<file path="src/rtl/t_junction_phase_scheduler.sv">
// Demand-actuated phase scheduler for a three-approach T-junction.
// Latches requests, enforces min/max green and passes every change through yellow and all-red.
module t_junction_phase_scheduler #(
  parameter int MIN_GREEN = 5,
  parameter int MAX_GREEN = 10,
  parameter int YELLOW    = 2,
  parameter int ALL_RED   = 1,
  parameter int CW        = 5
) (
  input  logic          clk,
  input  logic          rst,
  input  logic          tick,
  input  logic [3:0]    req,
  output logic [2:0]    light_LS,
  output logic [2:0]    light_BR,
  output logic [2:0]    light_LR,
  output logic [2:0]    light_RB,
  output logic          walk,
  output logic [3:0]    grant,
  output logic [3:0]    pending,
  output logic [1:0]    dbg_state,
  output logic [CW-1:0] dbg_cnt
);

  typedef enum logic [1:0] {
    S_GREEN  = 2'd0,
    S_YELLOW = 2'd1,
    S_ALLRED = 2'd2
  } state_t;

  localparam logic [2:0] C_GRN = 3'b001;
  localparam logic [2:0] C_YEL = 3'b010;
  localparam logic [2:0] C_RED = 3'b100;

  state_t        r_state, w_nx_state;
  logic [1:0]    r_cur, w_nx_cur;
  logic [CW-1:0] r_cnt, w_nx_cnt;
  logic [3:0]    r_pending, w_nx_pending;
  logic [2:0]    r_ls, r_br, r_lr, r_rb;
  logic          r_walk;
  logic [3:0]    r_grant;
  logic [CW:0]   w_e;
  logic [3:0]    w_cur_oh;
  logic [3:0]    w_mask;
  logic [2:0]    w_ls, w_br, w_lr, w_rb;

  // Round-robin: nearest set pending bit after cur; P0 when nothing is waiting.
  function automatic logic [1:0] pick_next(input logic [1:0] cur, input logic [3:0] p);
    logic [1:0] res;
    logic [1:0] idx;
    res = 2'd0;
    for (int k = 3; k >= 1; k--) begin
      idx = cur + 2'(k);
      if (p[idx]) res = idx;
    end
    return res;
  endfunction

  // Heads that are green in each phase, ordered {LS, BR, LR, RB}.
  function automatic logic [3:0] phase_mask(input logic [1:0] cur);
    case (cur)
      2'd0:    return 4'b1001;
      2'd1:    return 4'b1010;
      2'd2:    return 4'b0100;
      default: return 4'b0000;
    endcase
  endfunction

  function automatic logic [2:0] head(input state_t st, input logic m);
    if (!m || st == S_ALLRED) return C_RED;
    return (st == S_GREEN) ? C_GRN : C_YEL;
  endfunction

  assign w_e      = {1'b0, r_cnt} + 1'b1;
  assign w_cur_oh = 4'b0001 << r_cur;

  always_comb begin
    w_nx_state = r_state;
    w_nx_cur   = r_cur;
    case (r_state)
      S_GREEN: begin
        if (tick && w_e >= (CW+1)'(MIN_GREEN)
            && (!req[r_cur] || w_e >= (CW+1)'(MAX_GREEN))
            && ((|(r_pending & ~w_cur_oh)) || r_cur != 2'd0))
          w_nx_state = S_YELLOW;
      end
      S_YELLOW: begin
        if (tick && w_e == (CW+1)'(YELLOW)) w_nx_state = S_ALLRED;
      end
      S_ALLRED: begin
        if (tick && w_e == (CW+1)'(ALL_RED)) begin
          w_nx_state = S_GREEN;
          w_nx_cur   = pick_next(r_cur, r_pending);
        end
      end
      default: w_nx_state = S_GREEN;
    endcase
  end

  always_comb begin
    w_nx_cnt     = r_cnt;
    w_nx_pending = r_pending | req;
    if (w_nx_state != r_state) begin
      w_nx_cnt = '0;
    end else if (tick && r_cnt < CW'(MAX_GREEN)) begin
      w_nx_cnt = r_cnt + 1'b1;
    end
    // Clearing the entered phase's bit takes priority over a same-cycle request.
    if (w_nx_state == S_GREEN && r_state != S_GREEN) w_nx_pending[w_nx_cur] = 1'b0;
  end

  always_comb begin
    w_mask = phase_mask(w_nx_cur);
    w_ls   = head(w_nx_state, w_mask[3]);
    w_br   = head(w_nx_state, w_mask[2]);
    w_lr   = head(w_nx_state, w_mask[1]);
    w_rb   = head(w_nx_state, w_mask[0]);
  end

  always_ff @(posedge clk) begin
    if (rst) begin
      r_state   <= S_GREEN;
      r_cur     <= 2'd0;
      r_cnt     <= '0;
      r_pending <= 4'b0000;
      r_ls      <= C_GRN;
      r_br      <= C_RED;
      r_lr      <= C_RED;
      r_rb      <= C_GRN;
      r_walk    <= 1'b0;
      r_grant   <= 4'b0001;
    end else begin
      r_state   <= w_nx_state;
      r_cur     <= w_nx_cur;
      r_cnt     <= w_nx_cnt;
      r_pending <= w_nx_pending;
      r_ls      <= w_ls;
      r_br      <= w_br;
      r_lr      <= w_lr;
      r_rb      <= w_rb;
      r_walk    <= (w_nx_state == S_GREEN) && (w_nx_cur == 2'd3);
      r_grant   <= (w_nx_state == S_GREEN) ? (4'b0001 << w_nx_cur) : 4'b0000;
    end
  end

  assign light_LS  = r_ls;
  assign light_BR  = r_br;
  assign light_LR  = r_lr;
  assign light_RB  = r_rb;
  assign walk      = r_walk;
  assign grant     = r_grant;
  assign pending   = r_pending;
  assign dbg_state = r_state;
  assign dbg_cnt   = r_cnt;

endmodule

</file>
<file path="config.mk">
export PLATFORM = sky130hd
export DESIGN_NAME = t_junction_phase_scheduler
export DESIGN_NICKNAME = d
export VERILOG_FILES = /design/src/rtl/t_junction_phase_scheduler.sv
export SDC_FILE = /design/constraint.sdc
export NUM_CORES = 1
export LEC_CHECK = 0
export BUFFER_PORTS_ARGS = -buffer_cell sky130_fd_sc_hd__buf_4
export CORE_MARGIN = 3
export CORE_UTILIZATION = 28
export DETAILED_ROUTE_END_ITERATION = 12
export HOLD_SLACK_MARGIN = 0.15
export PLACE_DENSITY_LB_ADDON = 0.08
export SLEW_MARGIN = 20
export SYNTH_ARGS = -nofsm -noshare
export SYNTH_HDL_FRONTEND = slang
export SYNTH_SLANG_ARGS = --single-unit
</file>
<file path="constraint.sdc">
create_clock -name clk -period 2.66 [get_ports clk]
set_input_delay 0.133 -clock clk [delete_from_list [all_inputs] [get_ports clk]]
set_output_delay 0.133 -clock clk [all_outputs]
set_load 0.01 [all_outputs]
</file>
* After elaboration in Yosys (flattened, before gate mapping) *
Index checks and enable logic that the tools add are counted.
Widths: inputs -> output; s select.

word-level totals
  register bits after elaboration = 30
  bits in latches = 0
  bits in writable memories = 0
  bits in read-only memories = 0
  input port bits = 7
  memories kept = 0

cells by class
  add/sub/neg operators = 5
  multiply operators = 0
  div/mod/pow operators = 0
  magnitude comparators = 9
  equality and inequality tests = 9
  shift-type cells = 2
  muxes and demuxes = 35
  bitwise operators = 6
  reduce and logical (&&, ||, !) cells = 28

operators by type and width
  kind                 number
  $mux 3               8
  $mux 2               9
  $lt 2x3->1 const B   5
  $pmux 4 s3           1
  $mux 1               10
  $logic_and 1x1->1    9
  $and 4x4->4          2
  $bmux 1 s2           4
  $eq 2x2->1 const B   4
  $not 4->4            2
  $shl 1x2->4 const A  2
  $add 5x1->6 const B  1
  $eq 6x1->1 const B   1
  $eq 6x2->1 const B   1
  $ge 6x3->1 const B   1
  $ge 6x4->1 const B   1
  $logic_not 2->1      3
  $logic_or 1x1->1     6
  $pmux 2 s3           1
  $add 5x1->5 const B  1
  $logic_not 1->1      5
  $lt 5x4->1 const B   1
  $add 2x2->2 const B  2
  $eq 2x1->1 const B   2
  10 further kinds     12

* Logic depth before layout (Yosys ltp) *
Gate-level depths: netlist (run 1).

  depth in word-level cells = 15
  mapped depth = 10
  mapped depth without buffers = 8

* Worst setup path before layout (run 1) *
OpenSTA, ideal clock, no wires.

  path kind = reg2reg
  start = reg r_cnt[0] (netlist: dbg_cnt[0])
  end = reg r_grant[2] (netlist: grant[2])
  setup time = 0.061 ns
  arrival = 2.128 ns
  required time = 2.599 ns
  slack = 0.471 ns
  cell stages (with the launch flop) = 10
  buffers on the path = 1
  clock period less this slack = 2.189 ns
  cells stage by stage = dfxtp_1 -> inv_1 -> ha_1 -> or3_1 -> a21oi_1 -> o31ai_1 -> a31oi_2 -> a2bb2oi_2 -> buf_6 -> and4_1

on the way
  longest elaborated chain between the ends = 10
  elaborated cells between the ends (all ways) = 21
  those cells by class = 1 x add/sub; 2 x order compare; 2 x eq/ne; 1 x shift; 6 x mux; 1 x bitwise; 8 x reduce/logical

ends and longest elaborated chain
  item                                                   line    text
  start, declared                                        37      logic [CW-1:0] r_cnt, w_nx_cnt;
  start signal, assigned                                 135     r_cnt <= w_nx_cnt;
  $add 5x1->6 *                                          74      assign w_e = {1'b0, r_cnt} + 1'b1;
  named net w_e[0]                                       42      logic [CW:0] w_e;
  $ge 6x3->1 or $ge 6x4->1 (tied branches)               82, 83
  $logic_and 1x1->1 or $logic_or 1x1->1 (tied branches)  82, 83
  $logic_and 1x1->1                                      83      && (!req[r_cur] || w_e >= (CW+1)'(MAX_GREEN))
  $logic_and 1x1->1                                      84      && ((|(r_pending & ~w_cur_oh)) || r_cur != 2'd0))
  $mux 2                                                 82      if (tick && w_e >= (CW+1)'(MIN_GREEN)
  $pmux 2 s3                                             80      case (r_state)
  $logic_not 2->1                                        142     r_grant <= (w_nx_state == S_GREEN) ? (4'b0001 << w_nx_cur) : 4'b0000;
  $not 1->1 (no line)                                    --
  $reduce_or 2->1 (no line)                              --
  end signal, assigned                                   142
  end, declared                                          41      logic [3:0] r_grant;

The timed path passes the listed nets; every way through them passes the cells marked *.
A chain may end at the register's enable or synchronous reset.

* Final worst setup path (run 1) *
  start = reg r_cur[0]
  end = reg r_lr[2] (netlist: light_LR[2])

on the way
  longest elaborated chain between the ends = 14
  elaborated cells between the ends (all ways) = 37
  those cells by class = 3 x add/sub; 3 x eq/ne; 1 x shift; 18 x mux; 2 x bitwise; 10 x reduce/logical

ends and longest elaborated chain
  item                                      line  text
  start, declared                           36    logic [1:0] r_cur, w_nx_cur;
  start signal, assigned                    134   r_cur <= w_nx_cur;
  $add 2x2->2                               53    idx = cur + 2'(k);
  $bmux 1 s2                                54    if (p[idx]) res = idx;
  $mux 1 (implied by the code)              54
  $mux 2 (3 in a row)                       54
  $mux 2                                    91    if (tick && w_e == (CW+1)'(ALL_RED)) begin
  $mux 2                                    80
  $eq 2x2->1, or another cell as far along  61    case (cur)
  $pmux 4 s3                                61
  $logic_not 1->1                           70    if (!m || st == S_ALLRED) return C_RED;
  $logic_or 1x1->1 *                        70
  $mux 1 *                                  70
  $mux 3 *                                  71    return (st == S_GREEN) ? C_GRN : C_YEL;
  end signal, assigned                      139   r_lr <= w_lr;
  end, declared                             39    logic [2:0] r_ls, r_br, r_lr, r_rb;

Mark *: on every way between the ends. The rest lies on a longest branch, timed or not. The select of a mux whose other input is x is not followed.

==> results of run 1 <==
[cell type report]
class,instances,area share
timing repair buffer,47,0.181
sequential,30,0.299
tap,70,0.0436
inverter,9,0.0175
clock buffer,6,0.0411
clock inverter,2,0.00623
multi-input combinational,113,0.411
[cell families after synthesis]
family	after synthesis
buffers and inverters	19
adder cells (fa/ha/maj)	7
AO/OA/AOI/OAI	42
flip-flops	30
XOR/XNOR	1
multiplexers	4
AND/OR/NAND/NOR	59
[state kept, by name, summed over array words and instances, names as in the netlist]
| register | flops |
|---|---|
| dbg_cnt | 5 |
| grant | 4 |
| pending | 4 |
| light_BR | 3 |
| light_LR | 3 |
| light_LS | 3 |
| light_RB | 3 |
| dbg_state | 2 |
| r_cur | 2 |
| walk | 1 |
[routing by layer]
| layer | global-route usage | vias to the layer above | share of wire |
|---|---|---|---|
| li1 | - | 678 | - |
| met1 | 0.174 | 610 | 0.46 |
| met2 | 0.211 | 36 | 0.45 |
| met3 | 0.0406 | 8 | 0.068 |
| met4 | 0.0567 | 0 | 0.024 |
| met5 | 0 | - | 0 |
[worst register-to-register path, cell delays in order (launching register included)]
cell      delay [ps]
dfxtp_1          490
inv_1            140
ha_1             400
nor2b_1           80
a211o_1          230
a31oi_1          170
a21oi_1          120
nand2b_1         270
or3_1            350
[repair_timing]
action                     in CTS  in global routing
hold buffers                    4                  0
gates resized for setup         0                  2
setup endpoints to repair       0                  1
hold endpoints to repair        4                  0
[Yosys cell counts (2+ instances only)]
master    instances  area (sq um)
and2_2            2          15.0
a311oi_1          5          43.8
a32oi_1           2          17.5
ha_1              7          87.6
and4_1            4          35.0
mux2i_1           3          30.0
nand3_1           3          15.0
and3_1            2          12.5
nor4_2            2          25.0
nor3_1            3          15.0
nor4b_1           2          17.5
nand2b_1          2          12.5
nor2b_1           4          25.0
dfxtp_1          30           601
o21ai_0           6          30.0
or3_1             2          12.5
buf_2             5          25.0
clkbuf_1          2          7.51
nor3b_1           2          15.0
a31oi_1           3          18.8
inv_1             8          30.0
nand2_1           9          33.8
and2_1            2          12.5
a21oi_1           6          30.0
nor2_1           17          63.8
o31ai_1           2          15.0
a211o_1           3          26.3
o22ai_1           2          12.5
a41o_1            2          20.0
[report_power, final]
group	switching [mW]	leakage, nW	total [mW]	internal [mW]
clock network	0.176	0.0472	0.384	0.208
logic	0.0533	0.525	0.104	0.0503
registers	0.0122	0.244	0.470	0.458
total	0.242	0.815	0.957	0.716
[worst paths after layout]
| kind | end | depth (start not counted) | startpoint | slack (ps) |
|---|---|---|---|---|
| max | light_LR[2]$_SDFF_PP1_ | 8 | r_cur[0]$_SDFF_PP0_ | 270 |
| min | dbg_state[0]$_SDFF_PP0_ | 2 | rst | 210 |
| max reg2reg | light_LR[2]$_SDFF_PP1_ | 8 | r_cur[0]$_SDFF_PP0_ | 270 |
| min reg2reg | dbg_cnt[4]$_SDFFE_PP0P_ | 2 | dbg_cnt[4]$_SDFFE_PP0P_ | 490 |
[per-stage QoR]
| stage | total power [mW] | setup WS (ps) | instances | utilization |
|---|---|---|---|---|
| 6_report | 0.957 | 274 | 277 | 0.388 |
| 3_3_place_gp | 0.578 | 318 | 265 | 0.360 |
| 4_1_cts | 0.973 | 248 | 277 | 0.386 |
| 5_1_grt | 1.00 | 31.4 | 277 | 0.388 |
| 2_1_floorplan | 0.540 | 471 | 162 | - |
| 3_5_place_dp | 0.580 | 306 | 265 | 0.360 |
[layout by cell type (no fill, tap or decap), types with 2 or more instances in the layout]
cell,synthesis,final
mux2i_1,3,3
o22ai_1,2,2
and4_1,4,4
buf_4,1,43
nor2_1,17,16
nor4_2,2,2
nand2_1,9,9
dfxtp_1,30,30
o31ai_1,2,2
clkinv_2,1,2
a211o_1,3,3
nor3_1,3,3
a31oi_1,3,3
clkbuf_8,0,6
nand3_1,3,3
a41o_1,2,2
nor3b_1,2,2
nor2b_1,4,4
nand2b_1,2,2
a21oi_1,6,6
o21ai_0,6,6
inv_1,8,8
and2_2,2,2
and3_1,2,2
ha_1,7,7
and2_1,2,2
or3_1,2,2
dlygate4sd3_1,0,4
a311oi_1,5,5
a32oi_1,2,2
==> flow_summary.ini, run 1 <==
[clock_tree]
numCtsBuffers = 5
clk_transition_reported_paths_ps = 70
cts_setup_buffers = 0
cts_max_level = 2
clockRootBuffer = clkbuf_8
insertion_delay_ps = 280
cts_max_path_buffers = 2
clock-sinks = 30
cts_tree = done

[grt]
grt_pass1_wl_mm = 6.69
grt_overflow_total = 0
antenna_found_initial = 0
groute.usage.overall = 0.136
grt_pass1_vias = 1352
grt_max_degree = 22

[logic_synthesis]
seq_area_frac_synth = 0.398
synth_area_sq_mm = 0.00151
muxShareOfSynthArea = 0.0348
ys.flop_type = dfxtp_1
synth_edf_count = 0
synth_cell_types = 49
synthAdderAreaFrac = 0.0580
synth_compound_area_frac = 0.215
async_flop_share = 0
syn_inst = 162
syn_nets = 176
avgSynthCellArea_sq_um = 9.31
synth-simple-area-share = 0.228
ys_seq_elements = 30
ys_warn_count = 0
synth_xor_area_frac = 0.00580
synth_top_family_by_area = simple AND/OR/NAND/NOR gates

[power]
vdd_drop_max_mv = 0.250
p_leak_nw = 0.815
power_density_mw_per_mm2 = 477

[floorplan]
rows = 26
die_h_um = 79.4
core_sq_mm = 0.00517
die_w_um = 79.4
dieArea_sq_mm = 0.00631
initial_core_util = 0.292
ioPinCount = 35

[setup_path]
cp_max_fo = 7
cp.required_ps = 2820
endpoint_kind = flip-flop
crit_chain = inv_1 -> ha_1 -> nor2b_1 -> a211o_1 -> a31oi_1 -> a21oi_1 -> nand2b_1 -> or3_1
critPathArrivalTime_ps = 2540
critPathBufInv = 1
path_class = flip-flop to flip-flop
cpPeakStageDelay_ps = 490
critPathTopFamily = simple AND/OR/NAND/NOR gates
worstSetupStartpointType = flip-flop
crit_slowest_cell = dfxtp_1

[sta]
finalCritPeriodShare = 0.897
max_freq_mhz = 419
finalSetupViolCount = 0
finalHoldViolCount = 0
tightest_slew_ps = 416
fin_setup_tns_ps = 0
rsz0062_at_grt = no
period_minus_slack_ps = 2390
slew_violations = 0
hold_slack_ps = 206
skew_ps = 4.49
maxSlewHeadroom = 0.723

[status]
outcome = finished clean

[cells_and_area]
syn_to_final_growth_pct = 33.0
diodes = 0
n_fill_cell = 527
final_nets = 220
multi_input_area_sq_um = 826
seqCellArea_sq_um = 601
drive_above_1_share = 0.324
final_area_sq_mm = 0.00201

[drt]
wl_mm = 3.99
drt-pass1-iter-count = 4
num_vias = 1332
drc = 0
route.antenna.remaining_nets = 0
routedWlPerCell_um = 14.4
drt_iter0_drc = 100
drt-vias-per-instance = 4.81

[placed_design]
portBuffers = 34
dpl.hpwl_mm = 2.93
post_dp_cell_area_sq_mm = 0.00186
place_congestion = 0.813

[flow_run]
drv_cap = 0

[min_path]
hold_class = input port to flip-flop
Note: power is estimated with default switching activity, not from simulation.
==> run 2: changes to the inputs <==
CORE_UTILIZATION = 40   (was 28)
REMOVE_ABC_BUFFERS = 1   (was not set)
==> flow_summary.ini, run 2 (synthesis gave the netlist of run 1 again) <==
[power]
vdd_drop_max_mv = 0.247
p_leak_nw = 0.786
total_power_mw = 0.901
power_density_mw_per_mm2 = 473

[placed_design]
post_dp_cell_area_sq_mm = 0.00183
pre_cts_slack_ps = 306
dpl.hpwl_mm = 2.53
portBuffers = 34
place_congestion = 0.855
dp.cells = 240

[sta]
slew_violations = 0
finalCritPeriodShare = 0.894
hold_slack_ps = 156
rsz0062_at_grt = no
finalHoldViolCount = 0
tightest_slew_ps = 499
setup_slack_ps = 283
fin_setup_tns_ps = 0
skew_ps = 6.18
max_freq_mhz = 421
maxSlewHeadroom = 0.665
finalSetupViolCount = 0
period_minus_slack_ps = 2380

[clock_tree]
cts_max_path_buffers = 2
ctsResizeCount = 0
clk_transition_reported_paths_ps = 70
cts_setup_buffers = 0
cts_max_level = 2
numCtsBuffers = 5
cts_tree = done
postCtsHoldBufs = 0
clockRootBuffer = clkbuf_8
clock-sinks = 30
insertion_delay_ps = 270

[floorplan]
dieArea_sq_mm = 0.00455
rows = 21
ioPinCount = 35
die_w_um = 67.4
initial_core_util = 0.432
core_sq_mm = 0.00349
die_h_um = 67.4

[cells_and_area]
drive_above_1_share = 0.313
layout_commonest_cell = buf_4
layout_common_cells = buf_4 (42), dfxtp_1 (30), nor2_1 (17), nand2_1 (9), inv_1 (8)
final_nets = 215
final_area_sq_mm = 0.00190
largest_reg_flops = 5
diodes = 0
stdcell_count = 247
final_core_util = 0.545
syn_to_final_growth_pct = 26.2

[status]
outcome = finished clean

[setup_path]
critPathArrivalTime_ps = 2590
rr_worst_depth = 9
worstSetupStartpointType = flip-flop
path_class = flip-flop to flip-flop
endpoint_kind = flip-flop
crit_slowest_cell = dfxtp_1
cpPeakStageDelay_ps = 420
cp_max_fo = 8
cp.required_ps = 2870
crit_chain = inv_1 -> ha_1 -> or3_1 -> a21oi_1 -> o31ai_1 -> a31oi_2 -> a2bb2oi_2 -> buf_4 -> and4_1

[drt]
num_vias = 1310
route.antenna.remaining_nets = 0
drt-vias-per-instance = 5.30
drt_iter0_drc = 81
routedWlPerCell_um = 13.7
wl_mm = 3.39
drt-pass1-iter-count = 4
drc = 0

[min_path]
worstHoldPathCells = 3
hold_class = input port to flip-flop

[grt]
grt_pass1_wl_mm = 5.77
grt_overflow_total = 0
groute.usage.overall = 0.166
grt_max_degree = 22
antenna_found_initial = 0
grt_pass1_vias = 1252

[flow_run]
drv_cap = 0
[run 2: cell types whose count changed in the layout (fill, tap and decap cells not counted), sizes merged]
cell         before  now
dlygate4sd3       4    0
clkinv            2    3
clkinvlp          1    0
clkbuf            6    5
buf              43   42
[run 2: area by class of cell]
| cell class | instances | area (sq um) |
|---|---|---|
| Clock buffer | 5 | 68.8 |
| Timing Repair Buffer | 42 | 315 |
| Multi-Input combinational cell | 113 | 817 |
| Tap cell | 46 | 57.6 |
| Sequential cell | 30 | 601 |
| Inverter | 9 | 35.0 |
| Clock inverter | 2 | 10.0 |
| Fill cell | 323 | 1590 |
[run 2: routing by layer]
metal	vias up	track usage	routed length, um
met5	-	0	0
met4	0	0.0532	34
met3	4	0.0433	217
met2	46	0.259	1580
met1	591	0.224	1560
li1	669	-	-
[run 2: path summary, 6_finish.rpt]
path / startpoint / endpoint / slack (ps)
min: req[2] / pending[2]$_SDFF_PP0_ / 160
max reg2reg: dbg_cnt[0]$_SDFFE_PP0P_ / grant[3]$_SDFF_PP0_ / 280
min reg2reg: dbg_cnt[4]$_SDFFE_PP0P_ / dbg_cnt[4]$_SDFFE_PP0P_ / 490
max: dbg_cnt[0]$_SDFFE_PP0P_ / grant[3]$_SDFF_PP0_ / 280
[run 2: worst max-delay path, delay by kind of cell (launching register included)]
family                   cells  cell delay, ps
adder cells (fa/ha/maj)      1             330
AND/OR/NAND/NOR              2             550
AO/OA/AOI/OAI                4             680
buffers and inverters        2             320
flip-flops                   1             420
[run 2: power breakdown]
group / switching [mW] / internal, mW / leakage, nW
Clock: 0.158 / 0.175 / 0.0438
Combinational: 0.0513 / 0.0466 / 0.499
Sequential: 0.0116 / 0.458 / 0.244
==> run 3: changes to the inputs <==
CORE_UTILIZATION = 52   (was 40)
==> flow_summary.ini, run 3 (synthesis gave the netlist of run 1 again) <==
[setup_path]
r2r-end = light_LR[0]$_SDFF_PP0_
reg2reg_slack_ps = 220
worstSetupStartpointType = flip-flop
cp_max_fo = 14
endpoint_kind = flip-flop
cp.required_ps = 2890
critPathTopFamily = simple AND/OR/NAND/NOR gates
rr_worst_depth = 9
crit_chain = inv_1 -> ha_1 -> or3_1 -> a21oi_1 -> o31ai_1 -> a31oi_2 -> a2bb2oi_2 -> buf_4 -> nor4b_1
path_class = flip-flop to flip-flop
critPathArrivalTime_ps = 2670
critPathBufInv = 2
crit_slowest_cell = dfxtp_1
r2r-start = dbg_cnt[1]$_SDFFE_PP0P_
cpPeakStageDelay_ps = 490

[floorplan]
dieArea_sq_mm = 0.00358
die_w_um = 59.9
die_h_um = 59.9
ioPinCount = 35
rows = 18
initial_core_util = 0.578
core_sq_mm = 0.00261

[clock_tree]
cts_setup_buffers = 0
clock-sinks = 30
cts_tree = done
clk_transition_reported_paths_ps = 100
cts_max_level = 2
numCtsBuffers = 5
insertion_delay_ps = 330
cts_max_path_buffers = 2
clockRootBuffer = clkbuf_4

[grt]
grt_pass1_wl_mm = 5.38
grt_overflow_total = 0
groute.usage.overall = 0.203
grt_max_degree = 22
antenna_found_initial = 0
grt_pass1_vias = 1186

[power]
total_power_mw = 0.938
power_density_mw_per_mm2 = 486
p_leak_nw = 0.801
vdd_drop_max_mv = 0.381

[flow_run]
drv_cap = 0

[sta]
finalHoldViolCount = 0
skew_ps = 14.3
finalSetupViolCount = 0
finalCritPeriodShare = 0.918
tightest_slew_ps = 487
max_freq_mhz = 409
period_minus_slack_ps = 2440
setup_slack_ps = 218
rsz0062_at_grt = no
slew_violations = 0
maxSlewHeadroom = 0.673
fin_setup_tns_ps = 0

[drt]
drt_iter0_drc = 69
num_vias = 1336
drc = 0
routedWlPerCell_um = 14.9
wl_mm = 3.50
route.antenna.remaining_nets = 0
drt-vias-per-instance = 5.71
drt-pass1-iter-count = 4

[cells_and_area]
syn_to_final_growth_pct = 27.8
final_nets = 218
largest_reg_flops = 5
diodes = 0
layout_common_cells = buf_4 (40), dfxtp_1 (30), nor2_1 (17), nand2_1 (9), inv_1 (8)
layout_commonest_cell = buf_4
drive_above_1_share = 0.304

[placed_design]
pre_cts_slack_ps = 179
dpl.hpwl_mm = 2.57
portBuffers = 34
place_congestion = 0.908

[min_path]
hold_class = input port to flip-flop
hp-start = tick
worstHoldPathCells = 4
holdPathEnd = dbg_cnt[3]$_SDFFE_PP0P_

[status]
outcome = finished clean
## run 3: what timing repair did
item,in CTS,in global routing
resized for setup,0,1
hold endpoints to repair,10,0
hold buffers,5,0
endpoints found under the setup margin,0,1
## run 3: how the worst max path moves through the flow
stage	from	end	slack, ps	cells past startpoint
6_report	dbg_cnt[1]$_SDFFE_PP0P_	light_LR[0]$_SDFF_PP0_	220	9
5_1_grt	dbg_cnt[1]$_SDFFE_PP0P_	grant[1]$_SDFF_PP0_	30	9
4_1_cts	dbg_cnt[1]$_SDFFE_PP0P_	grant[1]$_SDFF_PP0_	110	9
3_5_place_dp	dbg_cnt[1]$_SDFFE_PP0P_	grant[1]$_SDFF_PP0_	180	9
3_3_place_gp	dbg_cnt[1]$_SDFFE_PP0P_	grant[1]$_SDFF_PP0_	260	9
2_1_floorplan	dbg_cnt[1]$_SDFFE_PP0P_	light_LR[2]$_SDFF_PP1_	310	7
## run 3: power by group
group          leakage [nW]  switching (mW)  internal [mW]
clock network        0.0443           0.146          0.219
registers             0.244          0.0140          0.457
logic                 0.513          0.0521         0.0497
total                 0.801           0.212          0.726
## run 3: metrics by stage
| step | cells | hold WS, ps | cell area, sq um | utilization |
|---|---|---|---|---|
| 3_5_place_dp | 222 | 459 | 1790 | 0.685 |
| 6_report | 234 | 383 | 1930 | 0.738 |
| 2_1_floorplan | 152 | 202 | 1450 | - |
| 3_3_place_gp | 222 | 455 | 1790 | 0.685 |
| 5_1_grt | 234 | 379 | 1930 | 0.738 |
| 4_1_cts | 234 | 371 | 1920 | 0.736 |
## run 3: layer usage
metal | global-route usage | vias to the layer above | share of wire
li1 | - | 671 | -
met1 | 0.254 | 615 | 0.47
met2 | 0.316 | 42 | 0.46
met3 | 0.0691 | 8 | 0.053
met4 | 0.0854 | 0 | 0.018
met5 | 0 | - | 0
## run 3: area by class of cell
type                       count  area (sq um)
clock buffer                   6          51.3
clock inverter                 1          30.0
fill                         196           684
inverter                       9          35.0
multi-input combinational    113           823
sequential                    30           601
tap                           30          37.5
timing repair buffer          45           350
## run 3: tightest hold or removal path, stage by stage
cell	delay [ps]
buf_4	120
nor2b_1	180
a31oi_1	180
nor2_1	50
